<file path="src/rtl/seven_segment_scan.sv">
// Multiplexed common-anode seven-segment driver with a serial double-dabble BCD converter.
// Optional build macro SEG_LEADING_ZERO_BLANK_EN blanks digits above the most significant nonzero one.

module seven_segment_scan_lane (
    input  logic [3:0] nibble,
    input  logic       show,
    input  logic       ovf,
    output logic [6:0] seg
);
    always_comb begin
        seg = 7'b1111111;
        if (ovf) begin
            seg = 7'b0111111;
        end else if (show) begin
            case (nibble)
                4'd0:    seg = 7'b1000000;
                4'd1:    seg = 7'b1111001;
                4'd2:    seg = 7'b0100100;
                4'd3:    seg = 7'b0110000;
                4'd4:    seg = 7'b0011001;
                4'd5:    seg = 7'b0010010;
                4'd6:    seg = 7'b0000010;
                4'd7:    seg = 7'b1111000;
                4'd8:    seg = 7'b0000000;
                4'd9:    seg = 7'b0010000;
                default: seg = 7'b1111111;
            endcase
        end
    end
endmodule

module seven_segment_scan #(
    parameter int NUM_DIGITS = 4,
    parameter int VALUE_W    = 14,
    parameter int DIV_BITS   = 16
) (
    input  logic                  clk,
    input  logic                  rst,
    input  logic [VALUE_W-1:0]    value,
    input  logic                  value_valid,
    input  logic                  blank,
    output logic                  busy,
    output logic                  overflow,
    output logic [6:0]            display,
    output logic [NUM_DIGITS-1:0] digit
);
    localparam int BCD_W = 4 * NUM_DIGITS;
    localparam int IDX_W = (NUM_DIGITS > 1) ? $clog2(NUM_DIGITS) : 1;
    localparam int CNT_W = $clog2(VALUE_W + 1);

    logic [VALUE_W-1:0]            shreg;
    logic [BCD_W-1:0]              bcd_work;
    logic [BCD_W-1:0]              bcd_adj;
    logic [BCD_W-1:0]              bcd_disp;
    logic [BCD_W:0]                bcd_shift;
    logic [CNT_W-1:0]              step_cnt;
    logic                          conv_ovf;
    logic                          last_step;
    logic [DIV_BITS-1:0]           div_cnt;
    logic [IDX_W-1:0]              idx;
    logic [NUM_DIGITS-1:0]         show;
    logic [NUM_DIGITS-1:0][6:0]    seg_all;

    always_comb begin
        bcd_adj = bcd_work;
        for (int i = 0; i < NUM_DIGITS; i++) begin
            if (bcd_work[4*i +: 4] >= 4'd5)
                bcd_adj[4*i +: 4] = bcd_work[4*i +: 4] + 4'd3;
        end
    end

    // Top bit of bcd_shift is whatever falls off the most significant nibble.
    assign bcd_shift = {bcd_adj, shreg[VALUE_W-1]};
    assign last_step = (step_cnt == CNT_W'(VALUE_W - 1));

    always_ff @(posedge clk) begin
        if (rst) begin
            busy     <= 1'b0;
            overflow <= 1'b0;
            conv_ovf <= 1'b0;
            step_cnt <= '0;
            shreg    <= '0;
            bcd_work <= '0;
            bcd_disp <= '0;
        end else if (!busy) begin
            if (value_valid) begin
                busy     <= 1'b1;
                shreg    <= value;
                bcd_work <= '0;
                conv_ovf <= 1'b0;
                step_cnt <= '0;
            end
        end else begin
            shreg    <= shreg << 1;
            bcd_work <= bcd_shift[BCD_W-1:0];
            conv_ovf <= conv_ovf | bcd_shift[BCD_W];
            step_cnt <= step_cnt + CNT_W'(1);
            if (last_step) begin
                busy     <= 1'b0;
                bcd_disp <= bcd_shift[BCD_W-1:0];
                overflow <= conv_ovf | bcd_shift[BCD_W];
            end
        end
    end

    always_ff @(posedge clk) begin
        if (rst) begin
            div_cnt <= '0;
            idx     <= '0;
        end else begin
            div_cnt <= div_cnt + DIV_BITS'(1);
            if (&div_cnt)
                idx <= (idx == IDX_W'(NUM_DIGITS - 1)) ? '0 : idx + IDX_W'(1);
        end
    end

`ifdef SEG_LEADING_ZERO_BLANK_EN
    logic lz_seen;
    always_comb begin
        lz_seen = 1'b0;
        show    = '0;
        for (int i = NUM_DIGITS - 1; i >= 0; i--) begin
            lz_seen = lz_seen | (|bcd_disp[4*i +: 4]);
            show[i] = lz_seen || (i == 0);
        end
    end
`else
    assign show = '1;
`endif

    for (genvar g = 0; g < NUM_DIGITS; g++) begin : g_lane
        seven_segment_scan_lane u_lane (
            .nibble (bcd_disp[4*g +: 4]),
            .show   (show[g]),
            .ovf    (overflow),
            .seg    (seg_all[g])
        );
    end

    // Enable and segments come from the same idx so they always switch together.
    always_ff @(posedge clk) begin
        if (rst) begin
            digit   <= '1;
            display <= 7'b1111111;
        end else begin
            digit   <= blank ? '1 : ~(NUM_DIGITS'(1) << idx);
            display <= seg_all[idx];
        end
    end
endmodule

</file>
<file path="config.mk">
export PLATFORM = sky130hd
export DESIGN_NAME = seven_segment_scan
export DESIGN_NICKNAME = d
export VERILOG_FILES = /design/src/rtl/seven_segment_scan.sv
export SDC_FILE = /design/constraint.sdc
export NUM_CORES = 1
export LEC_CHECK = 0
export BUFFER_PORTS_ARGS = -buffer_cell sky130_fd_sc_hd__buf_2
export CORE_ASPECT_RATIO = 0.8
export CORE_MARGIN = 4
export CORE_UTILIZATION = 45
export CTS_BUF_LIST = sky130_fd_sc_hd__clkbuf_8
export DETAILED_ROUTE_END_ITERATION = 10
export HOLD_SLACK_MARGIN = 0.1
export PLACE_DENSITY = 0.74
export RECOVER_POWER = 50
export SLEW_MARGIN = 20
export SYNTH_ARGS = -nofsm -noshare
export SYNTH_HDL_FRONTEND = slang
export SYNTH_HIERARCHICAL = 1
export SYNTH_SLANG_ARGS = --single-unit
</file>
<file path="constraint.sdc">
create_clock -name clk -period 4.7 [get_ports clk]
set_input_delay 0.705 -clock clk [delete_from_list [all_inputs] [get_ports clk]]
set_output_delay 0.705 -clock clk [all_outputs]
set_load 0.005 [all_outputs]
</file>
# --- Yosys cells after proc, flatten, opt, wreduce, memory -nomap -nowiden ---
# Memories as Yosys holds them, arrays and structs flattened. A register that Yosys moved wholly into a read port is not among the register bits.
# Index checks and enable logic that the tools add are counted.
# W data, S select, Z words.
word_totals:
  memories: 4
  ramBits: 0
  register_bits: 82
  out_inout_bits: 13
  latch_bits: 0
  mem_bits_ro: 448
  in_bits: 18
mem_list:
  columns: ["memory", "depth", "word_bits", "read_ports", "rd_clocked_by_memory_dff", "write_ports", "line_no", "rtl"]
  rows:
  - ["(name not given)", 16, 7, 1, 1, 0, "15", "case (nibble)"]
  - ["(name not given)", 16, 7, 1, 1, 0, "15", null]
  - ["(name not given)", 16, 7, 1, 1, 0, "15", null]
  - ["(name not given)", 16, 7, 1, 1, 0, "15", null]
op_classes:
  n_lt_le_gt_ge: 5
  eq_ne: 2
  n_mul: 0
  muxes: 30
  addsub: 7
  bitwise: 2
  div_mod_pow: 0
  n_shift: 1
  reduce_logical: 5
op_table:
  columns: ["cell", "count"]
  rows:
  - ["$mux W4", 14]
  - ["$mux W7", 5]
  - ["$mux W16", 2]
  - ["$mux W14", 2]
  - ["$add A16 B1 Y16 const B", 1]
  - ["$add A4 B2 Y4 const B", 4]
  - ["$ge A4 B3 Y1 const B", 4]
  - ["$reduce_and A16 Y1", 1]
  - ["$bmux W7 S2", 1]
  - ["$mux W1", 5]
  - ["$add A4 B1 Y4 const B", 1]
  - ["$eq A4 B4 Y1 const B", 1]
  - ["$not A4 Y4", 1]
  - ["$reduce_or A2 Y1", 2]
  - ["$shl A1 B2 Y4 const A", 1]
  - ["$lt A2 B3 Y1 const B", 1]
  - ["$add A2 B1 Y2 const B", 1]
  - ["$eq A2 B2 Y1 const B", 1]
  - ["$mux W2", 1]
  - ["$reduce_and A2 Y1", 1]
  - ["$reduce_bool A2 Y1", 1]
  - ["$or A1 B1 Y1", 1]

# --- Logic depth before layout (Yosys ltp) ---
# Gate-level depths: netlist of the first run.
depth:
  ltp_word: 4
  ltp_mapped: 7
  depth_no_buf: 7

# --- Cells and area by module ---
# The synthesis of the first run kept the hierarchy.
modules_own_cells:
  columns: ["module", "area_each_um2", "seq_area_each_um2", "n_inst", "cells_per_inst"]
  rows:
  - ["seven_segment_scan", 3748.6, 1641.6, 1, 402]
  - ["seven_segment_scan_lane at g_lane[1].u_lane ...", 230.2, 0.0, 2, 31]
  - ["seven_segment_scan_lane at g_lane[0].u_lane", 269.0, 0.0, 1, 31]
  - ["seven_segment_scan_lane at g_lane[3].u_lane", 236.5, 0.0, 1, 31]

# --- Worst setup path after synthesis of the first run ---
# Ideal clock, no wire load.
synth_path:
  path_type: "register to register"
  startpoint: "register, netlist name bcd_disp[1]"
  endpoint: "register display[3]"
  slack_ps: 2898
  synth_period_minus_slack_ps: 1802
  setup_time_ps: 123
  required_ps: 4577
  stages_incl_launch_ff: 8
  arrival_ps: 1679
  cell_sequence: "dfxtp_1 > inv_1 > ha_1 > nand2_1 > o21ai_0 > o21ai_2 > mux4_2 > or2_2"
synth_rtl:
  columns: ["element", "line_no", "rtl"]
  rows:
  - ["end signal, assigned", "147", "display <= seg_all[idx];"]
  - ["end, declared", "44", "output logic [6:0] display,"]

==> results.md, run 1 <==
- Worst Setup End Kind: register
- VDD IR max: about 0.00014 V
- DRC errors left: 0
- Number of global-route vias before repair: about 3,500
- Clk buf depth: 2
- Worst-Skew Late Latency: between 300 and 400 ps
- Critical Path AT: around 3400 ps
- Die Y: 99.55 um
- Crit path launch type: input port
- Async SR Flop Fraction: 0%
- Worst-path fanout max: 46
- Netlist Area Pre-Place: 4715 sq um
- Cells on Worst Hold Path: 2
- # fillers: about 1,000
- Port Buffers: 30
- Total power: approximately 1.4 mW
- Clk slew on worst S/H paths: around 90 ps
- Setup Crit Path Kind: input port to register
- Ant. Diodes: 0
- Iteration count of the initial detailed-routing pass: 6
- Worst-Margin Slew: 1995 ps
- Routed via count: around 3,600
- Reg2Reg Launch Point: bcd_disp[13]
- Die X: 122.4 um
- First-pass GRT wire length: ~16 mm
- Multi-input logic area: 2825 sq um
- Pins Over Slew Limit: 47
- Most common flop cell mapped by yosys: dfxtp_1
- Clk_skew: 11.20 ps
- Layout cell share with drive strength beyond 1: 15.19%
- Full die area: roughly 12,000 sq um
- Util after Layout: 50.11%
- Count leader, synth: dfxtp_1
- Routed Antenna Nets: 0
- Number of distinct library cells after synthesis: between 50 and 60
- WHS: approximately 470 ps
- Initial detailed-routing violation count: 261
- Hold Startpoint: conv_ovf
- Internal: between 1 and 1.5 mW
- Hold Crit Class: register to register
- Setup Slack @ Placement: between 2000 and 2500 ps
- Postcts setup bufs: 0
- Synthesized flop and latch total: 82
- P per Cell Area: 278.2 nW/um^2
- P_sw: 0.3277 mW
- H-Tree Level Count: 3
- Required @ worst endpoint: 4960 ps
- Average cell area after synthesis: roughly 9 sq um
- Initial core utilization: a little under half
- DR vias/cell: 5.224
- Core Area: 10,240 sq um
- Post-synthesis sequential area ratio: 34.82%
- Endpoints failing hold: 0
- FP Rows: 33
- Failing checks: max-capacitance violations, max-slew violations
- Hold_buf cts: 0
- Final WL: a little over 9 mm
- FF-to-FF path depth: 7
- Area after DPL: ~4900 sq um
- Finished Layout Cells: roughly 690
- Post-Synthesis Cells: 526
- Seq pwr share: about half
- EDFF count, synth: 0
- Max cap viols: 1
- Synth area leader: dfxtp_1
- Area grow syn2layout: 8.838%
- Placed cells: between 600 and 700
- Most frequent cells after synthesis: 82 x dfxtp_1, 62 x nor2_1, 42 x o21ai_0, 38 x a21oi_1
- Status: complete, but fails checks
- Register area: about 1600 sq um
- Number of I/O pins: 31
- CTS tree: built
- FMAX: roughly 320 MHz
- Fin crit period: ~3000 ps
- GRT overflow: 0
- Post-CTS sizing: 0
- Ys Warns: 6
- TritonCTS sink count: approximately 80
- Largest net degree at the start of global routing: 52
- Total Routing Usage GR: between 15 and 20%
- Yosys top cell area share: a little over a third
- Logic pwr share: roughly 6.6%
- Routed wire per std cell: between 10 and 15 um
- Finished Cell Area: slightly above 5000 sq um
- RSZ-0062 raised after global routing: no
- Setup Viol. Count Final: 0
- Final Cycle Share: between 60% and 70%
- Initial antenna violation count: 0
- Routability congestion estimate: 0.8327
- Post-DP HPWL: 6.639 mm
- Clk pwr share: ~43%
- Final nets: between 600 and 700
- Leak pwr: roughly 2.0 nW
- Total CTS buffers: 9
- Final worst-path setup slack: 1608 ps
- Synth area leaders: dfxtp_1 35%, ha_1 9.3%, mux2i_1 5.3%
- Clock root cell: clkbuf_8
- Setup TNS: 0 ps
- Switching Fraction: between 20% and 30%
- Worst Setup SP: rst
- Relative slew slack: -32.98%
-- state kept, by name, indices dropped and copies added (netlist names) --
name      cells
bcd_disp     16
bcd_work     16
busy          1
conv_ovf      1
digit         4
display       7
div_cnt      16
idx           2
overflow      1
shreg        14
step_cnt      4
-- per-layer routing --
layer  share of wire (%)  vias up  GRT usage, %
met4                0.96        0         3.959
li1                    -     1860             -
met1                  49     1685         21.19
met2                  44       65         25.80
met5                   0        -             0
met3                 5.6       10         4.321
-- final cells by class --
class                   instances  share of cell area, %
clock buffers                   9                  2.414
inverters                      26                  1.902
repair buffers                 32                  2.902
multi-input cells             397                  55.06
well taps                     140                  3.414
clock inverters                 7                  2.317
flip-flops and latches         82                  31.99
-- worst paths after layout --
kind / slack [ps] / end
setup reg to reg: 2710 / display[3]
hold reg to reg: 470 / overflow
hold / removal: 470 / overflow
setup / recovery: 1610 / idx[0]
-- power groups by stage --
stage / Sequential [mW] / Combinational, mW / Clock (mW)
CTS: 0.719 / 0.0954 / 0.630
global route: 0.721 / 0.108 / 0.659
global placement: 0.734 / 0.0914 / 0
detailed placement: 0.735 / 0.0947 / 0
finish: 0.719 / 0.0943 / 0.614
floorplan: 0.733 / 0.0700 / 0
-- layout by cell type (no fill, tap or decap), types with 8 or more instances in the layout --
master    instances
dfxtp_1          82
nor2_1           62
o21ai_0          42
a21oi_1          38
nand2_1          35
ha_1             35
inv_1            26
mux2i_1          25
buf_2            20
nor3b_1          13
xnor2_1          12
conb_1           12
clkbuf_1         11
nand2b_1         10
xor2_1            9
clkbuf_8          9
nand3_1           8
-- critical path: stages --
cell	delay, ps
clkbuf_1	700
clkbuf_1	1490
nor3_1	60
mux2_1	360
-- kinds of logic (layout without fill, tap and decap cells) --
logic type,Yosys count,count (layout),synth area share [%]
and+or+nand+nor,177,177,21.26
AOI/OAI and AO/OA,119,119,15.50
adders and majority gates,35,35,9.289
buffers and inverters,58,74,6.263
DFF,82,82,34.82
xor gates and xnor gates,21,21,3.901
muxes,33,33,8.891
other,1,12,0.07954
Note: power is estimated with default switching activity, not from simulation.
==> inputs of run 2 (changes only) <==
ABC_AREA = 1   (was unset)
clock period = 3 ns   (was 4.7 ns; I/O delays follow)
==> results.md, run 2 <==
- Routed via count: 4,247 (+17%)
- Clk_skew: 9.132 ps (-2.073 ps)
- Internal: 1.509 mW (+37%)
- Layout cell share with drive strength beyond 1: 12.32% (-2.9 points)
- Routed Antenna Nets: 0 (unchanged)
- Post-synthesis sequential area ratio: 34.54% (-0.28 points)
- Worst-Margin Slew: 1665 ps (-329.5 ps)
- Post-Synthesis Cells: 680 (+29%)
- Logic pwr share: 6.9% (+0.3 points)
- Die X: 122.9 um (+0.38%)
- Final nets: 762 (+27%)
- RSZ-0062 raised after global routing: no
- Crit path launch type: input port
- Synth area leaders: dfxtp_1 35%, nand2_1 16%, ha_1 9.2%
- Synth area leader: dfxtp_1
- # fillers: 1,012 (+1.8%)
- Worst-path fanout max: 34 (-26%)
- Post-CTS sizing: 0 (unchanged)
- Failing checks: max-capacitance violations, max-slew violations
- Status: complete, but fails checks
- Commonest non-fill, non-tap cell in the layout: nand2_1
- Setup Viol. Count Final: 0 (unchanged)
- WHS Endpoint: digit[2]
- Largest net degree at the start of global routing: 35 (-33%)
- Worst-Skew Late Latency: 360 ps (about the same)
- Multi-input logic area: 2698 sq um (-4.5%)
- Number of distinct library cells after synthesis: 34 (-39%)
- Switching Fraction: 25.79% (+2.8 points)
- Top Registers: bcd_disp (16), bcd_work (16), div_cnt (16)
- H-Tree Level Count: 3 (unchanged)
- Async SR Flop Fraction: 0% (unchanged)
- DRC errors left: 0 (unchanged)
- Port Buffers: 30 (unchanged)
- P_sw: 0.5246 mW (+60%)
- Clk slew on worst S/H paths: 90 ps (about the same)
- Number of global-route vias before repair: 3,905 (+13%)
- Seq pwr share: 55.3% (+4.9 points)
- DR vias/cell: 4.973 (-4.8%)
- Setup Slack @ Placement: 1292 ps (-1186 ps)
- VDD IR max: 0.0002891 V (+110%)
- Required @ worst endpoint: 3260 ps (-1700 ps)
- Initial antenna violation count: 0 (unchanged)
- FF-to-FF path depth: 4 (-3)
- Total CTS buffers: 9 (unchanged)
- EDFF count, synth: 0 (unchanged)
- Cells on Worst Hold Path: 3 (+1)
- Post-DP HPWL: 7.074 mm (+6.6%)
- Max cap viols: 1 (unchanged)
- Clk buf depth: 2 (unchanged)
- Final worst-path setup slack: 969.8 ps (-638.7 ps)
- Placed cells: 838 (+24%)
- Final Cycle Share: around two thirds
- Hold_buf cts: 0 (unchanged)
- Most frequent cells after synthesis: 205 x nand2_1, 82 x dfxtp_1, 73 x inv_1, 70 x nand3_1, 39 x nor2_1
- Finished Cell Area: 5177 sq um (+0.90%)
- Leak pwr: 2.320 nW (+18%)
- Setup slack, reg-to-reg: 1230 ps (-1480 ps)
- Relative slew slack: -11.01% (+22 points)
- Count leader, synth: nand2_1
- Critical Path AT: 2290 ps (-1060 ps)
- Total power: 2.034 mW (+43%)
- WHS: 295.9 ps (-175.5 ps)
- FMAX: between 400 and 500 MHz
- P per Cell Area: 392.9 nW/um^2 (+41%)
- Worst r2r dst: idx[1]
- Endpoints failing hold: 0 (unchanged)
- Netlist Area Pre-Place: 4753 sq um (+0.82%)
- Area after DPL: 5006 sq um (+2.2%)
- Ys Warns: 6 (unchanged)
- Routability congestion estimate: 0.8520 (+2.3%)
- Iteration count of the initial detailed-routing pass: 6 (unchanged)
- Initial core utilization: 46.23% (+0.19 points)
- Hold Crit Class: input port to register
- Commonest non-fill, non-tap cells in the layout: 205 x nand2_1, 82 x dfxtp_1, 76 x inv_1
- Yosys top cell area share: 34.54% (-0.28 points)
- CTS tree: built
- Core Area: 10,280 sq um (+0.40%)
- Register area: 1642 sq um (unchanged)
- Total Routing Usage GR: 16.94% (+0.99 points)
- TritonCTS sink count: 82 (unchanged)
- Routed wire per std cell: 11.48 um (-14%)
- First-pass GRT wire length: 17.06 mm (+7.9%)
- Most common flop cell mapped by yosys: dfxtp_1
- Synthesized flop and latch total: 82 (unchanged)
- Clk pwr share: 37.8% (-5.2 points)
- Finished Layout Cells: 854 (+23%)
- Die Y: 99.93 um (+0.38%)
- Fin crit period: 2030 ps
- Clock root cell: clkbuf_8
- Setup TNS: 0 ps (unchanged)
- Number of I/O pins: 31 (unchanged)
- Util after Layout: 50.36% (+0.25 points)
- Average cell area after synthesis: 6.990 sq um (-22%)
- Setup Crit Path Kind: input port to register
- Ant. Diodes: 0 (unchanged)
- Hold Startpoint: blank
- Pins Over Slew Limit: 35 (-26%)
- Worst Setup End Kind: register
- Initial detailed-routing violation count: 282 (+8.0%)
- Postcts setup bufs: 0 (unchanged)
- FP Rows: 33 (unchanged)
- Area grow syn2layout: 8.923% (about the same)
- Full die area: 12,280 sq um (+0.76%)
- Final WL: 9.807 mm (+5.9%)
- Reg2Reg Launch Point: idx[0]
- Worst Setup SP: rst
- GRT overflow: 0 (unchanged)
==> run 2: cell types whose count changed after synthesis, sizes merged, moves of 10 or more <==
cell,previous run,this run
mux2i,25,1
nor3b,13,0
o211ai,0,22
nand2b,13,0
inv,26,82
o21ai,46,29
xnor2,12,2
nand2,37,208
nand3,9,72
==> run 2: layout make-up <==
cell class,count,area share [%]
Clock inverter,5,0.7250
Inverter,83,6.017
Timing Repair Buffer,33,3.142
Clock buffer,11,2.924
Multi-Input combinational cell,500,52.10
Sequential cell,82,31.71
Tap cell,140,3.383
==> run 2: kinds of logic after synthesis <==
logic type | after synthesis | share of synthesized area [%]
simple gates | 366 | 35.09
buf+inv | 101 | 8.792
compound gates | 90 | 11.35
flops | 82 | 34.54
fa+ha+maj | 35 | 9.213
xor+xnor | 4 | 0.7372
other cells | 1 | 0.07889
mux | 1 | 0.2106
==> run 2: worst max path at each step <==
stage,to,slack (ps),cells after the start
2_1_floorplan,display[0],1440,8
3_3_place_gp,display[0],1360,8
3_5_place_dp,display[0],1290,8
4_1_cts,busy,1040,2
5_1_grt,bcd_disp[5],760,5
6_report,bcd_disp[5],970,5
==> run 2: critical path, cell delays in order <==
cell	delay (ps)
clkbuf_1	90
clkbuf_1	1210
nor2_4	270
nand3_1	190
nand2_1	70
==> run 2: metal layers <==
| metal | routed length (um) | GRT usage (%) | part of all wire [%] | vias up |
|---|---|---|---|---|
| met5 | 0 | 0 | 0 | - |
| met4 | 167 | 5.250 | 1.7 | 0 |
| met3 | 441 | 4.845 | 4.5 | 17 |
| met2 | 4283 | 26.54 | 44 | 83 |
| met1 | 4914 | 22.64 | 50 | 1897 |
| li1 | - | - | - | 2250 |
==> run 2: power groups by stage <==
stage	logic [mW]	clock network [mW]	registers (mW)
after floorplan	0.108	0	1.15
after global placement	0.138	0	1.15
after detailed placement	0.141	0	1.15
after CTS	0.141	0.788	1.13
after global routing	0.159	0.842	1.13
final	0.139	0.770	1.12
==> inputs of run 3 (changes only) <==
PLACE_DENSITY = 0.77   (was 0.74)
clock period = 1.7 ns   (was 3 ns; I/O delays follow)
==> results.md, run 3 (same netlist as run 2, synthesis figures left out) <==
- Status: finished, final reports clean
- Leak pwr: 2.387 nW (+2.9%)
- Finished Layout Cells: 859 (+0.59%)
- Layout cell share with drive strength beyond 1: 13.49% (+1.2 points)
- Worst path most repeated cell: o211ai_1
- Iteration count of the initial detailed-routing pass: 8 (+2)
- VDD IR max: 0.0003915 V (+35%)
- Internal: 2.941 mW (+95%)
- First-pass GRT wire length: 17.25 mm (+1.1%)
- Busiest grt layer: met2
- Clk_skew: 14.45 ps (+5.317 ps)
- Full die area: 12,280 sq um (unchanged)
- Seq pwr share: 52.2% (-3.1 points)
- Critical-path cell list: inv_2 -> ha_1 -> or2_1 -> o211ai_1 -> nand2_1 -> or2_2 -> o211ai_1 -> o211ai_1
- Worst Setup End Kind: register
- GRT overflow: 0 (unchanged)
- Port Buffers: 30 (unchanged)
- DR vias/cell: 5.015 (+0.85%)
- Logic pwr share: 6.7% (-0.2 points)
- FP Rows: 33 (unchanged)
- Initial detailed-routing violation count: 273 (-3.2%)
- Routability congestion estimate: 0.8223 (-3.5%)
- Area after DPL: 5051 sq um (+0.90%)
- FMAX: 626.6 MHz
- DRC errors left: 0 (unchanged)
- Die X: 122.9 um (unchanged)
- Setup Crit Path Kind: register to register
- Final nets: 768 (+0.79%)
- Top Registers: bcd_disp (16), bcd_work (16), div_cnt (16)
- Fin crit period: between 1500 and 2000 ps
- Total CTS buffers: 9 (unchanged)
- Placed cells: 844 (+0.72%)
- CTS tree: built
- P per Cell Area: 719.2 nW/um^2 (+83%)
- Area grow syn2layout: 10.98%
- Largest net degree at the start of global routing: 33 (-5.7%)
- Ant. Diodes: 0 (unchanged)
- Switching Fraction: 22.47% (-3.3 points)
- RSZ-0062 raised after global routing: no
- Number of I/O pins: 31 (unchanged)
- Total power: 3.794 mW (+87%)
- Clk slew on worst S/H paths: 80 ps (about the same)
- Setup Viol. Count Final: 0 (unchanged)
- Initial core utilization: 46.23% (unchanged)
- Final WL: 9.798 mm (about the same)
- Endpoints failing hold: 0 (unchanged)
- Setup TNS: 0 ps (unchanged)
- Hold Crit Class: input port to register
- Die Y: 99.93 um (unchanged)
- Met1 usage: 22.36% (-0.28 points)
- Routed via count: 4,308 (+1.4%)
- Postcts setup bufs: 0 (unchanged)
- Hold_buf cts: 0 (unchanged)
- Post-DP HPWL: 7.275 mm (+2.8%)
- Initial antenna violation count: 0 (unchanged)
- Worst-path fanout max: 3 (-91%)
- Number of global-route vias before repair: 4,003 (+2.5%)
- Finished Cell Area: 5275 sq um (+1.9%)
- Pins Over Slew Limit: 0 (-100%)
- CP peak stage delay: 350 ps (-860 ps)
- Commonest non-fill, non-tap cell in the layout: nand2_1
- Util after Layout: 51.31% (+0.95 points)
- Final Cycle Share: a little over nine tenths
- Required @ worst endpoint: 1920 ps (-1340 ps)
- Total Routing Usage GR: 17.06% (+0.11 points)
- Worst-Skew Late Latency: 360 ps (about the same)
- Clock root cell: clkbuf_8
- Critical-path top delay cell: dfxtp_2
- CP top delay family: simple AND/OR/NAND/NOR gates
- TritonCTS sink count: 82 (unchanged)
- Crit path launch type: register
- GR Layer Usage met2: 27.17% (+0.63 points)
- P_sw: 0.8524 mW (+62%)
- Routed wire per std cell: 11.41 um (-0.67%)
- Clk buf depth: 2 (unchanged)
- Relative slew slack: 55.15% (+66 points)
- Buffers & Inverters on Critical Path: 1 (-1)
- GRT met3 Usage: 5.352% (+0.51 points)
- Clk pwr share: 41.1% (+3.3 points)
- Core Area: 10,280 sq um (unchanged)
- Max cap viols: 0 (-1)
- Commonest non-fill, non-tap cells in the layout: 205 x nand2_1, 77 x dfxtp_1, 74 x inv_1
- Routed Antenna Nets: 0 (unchanged)
- Worst-Margin Slew: 671.1 ps (-994.0 ps)
- Critical Path AT: 1820 ps (-470 ps)
- H-Tree Level Count: 3 (unchanged)
[run 3: changes by cell type in the layout (fill, tap and decap cells not counted), moves of 3 or more]
cell     before  now
buf_4         2    8
inv_2         6   10
nor2_2       14    9
dfxtp_1      82   77
dfxtp_2       0    4
nor2_4        2    5
[run 3: worst reg2reg max path, delay by kind of cell (launching register included)]
family	cells	cell delay (ps)
compound gates	3	320
fa+ha+maj	1	160
simple gates	3	580
flops	1	350
buf+inv	1	50
[run 3: per-stage QoR]
step,setup WS [ps],hold WS [ps]
floorplan,138.7,375.5
global placement,12.04,453.0
detailed placement,9.623,455.9
CTS,64.45,105.9
global route,3.570,131.4
finish,104.1,119.4
[run 3: timing repair]
item | 4_1_cts | 5_1_grt
gates resized for setup | 1 | 12
setup endpoints to repair | 1 | 3
pin swaps | 0 | 5
hold endpoints to repair | 0 | 0
cloned | 0 | 0
[run 3: path summary, 6_finish.rpt]
path / start / to / slack (ps) / depth (start not counted)
setup / recovery: bcd_disp[1] / display[0] / 100 / 8
hold reg to reg: div_cnt[4] / div_cnt[4] / 460 / 2
hold / removal: blank / digit[3] / 120 / 3
setup reg to reg: bcd_disp[1] / display[0] / 100 / 8
[run 3: layer usage]
layer / vias to the layer above / part of all wire, %
li1: 2253 / -
met2: 97 / 45
met1: 1947 / 49
met4: 0 / 0.87
met3: 11 / 6.0
met5: - / 0
[run 3: area by class of cell]
| cell class | count | area (sq um) |
|---|---|---|
| Fill cell | 995 | 5006 |
| Multi-Input combinational cell | 500 | 2705 |
| Sequential cell | 82 | 1650 |
| Inverter | 83 | 311.5 |
| Timing Repair Buffer | 39 | 214.0 |
| Tap cell | 140 | 175.2 |
| Clock buffer | 11 | 151.4 |
| Clock inverter | 4 | 67.56 |
[run 3: power groups by stage]
stage / combinational, mW / sequential (mW) / clock (mW)
after global routing: 0.293 / 1.99 / 1.70
after CTS: 0.257 / 1.98 / 1.61
after floorplan: 0.191 / 2.02 / 0
final: 0.256 / 1.98 / 1.56
after detailed placement: 0.256 / 2.03 / 0
after global placement: 0.249 / 2.03 / 0
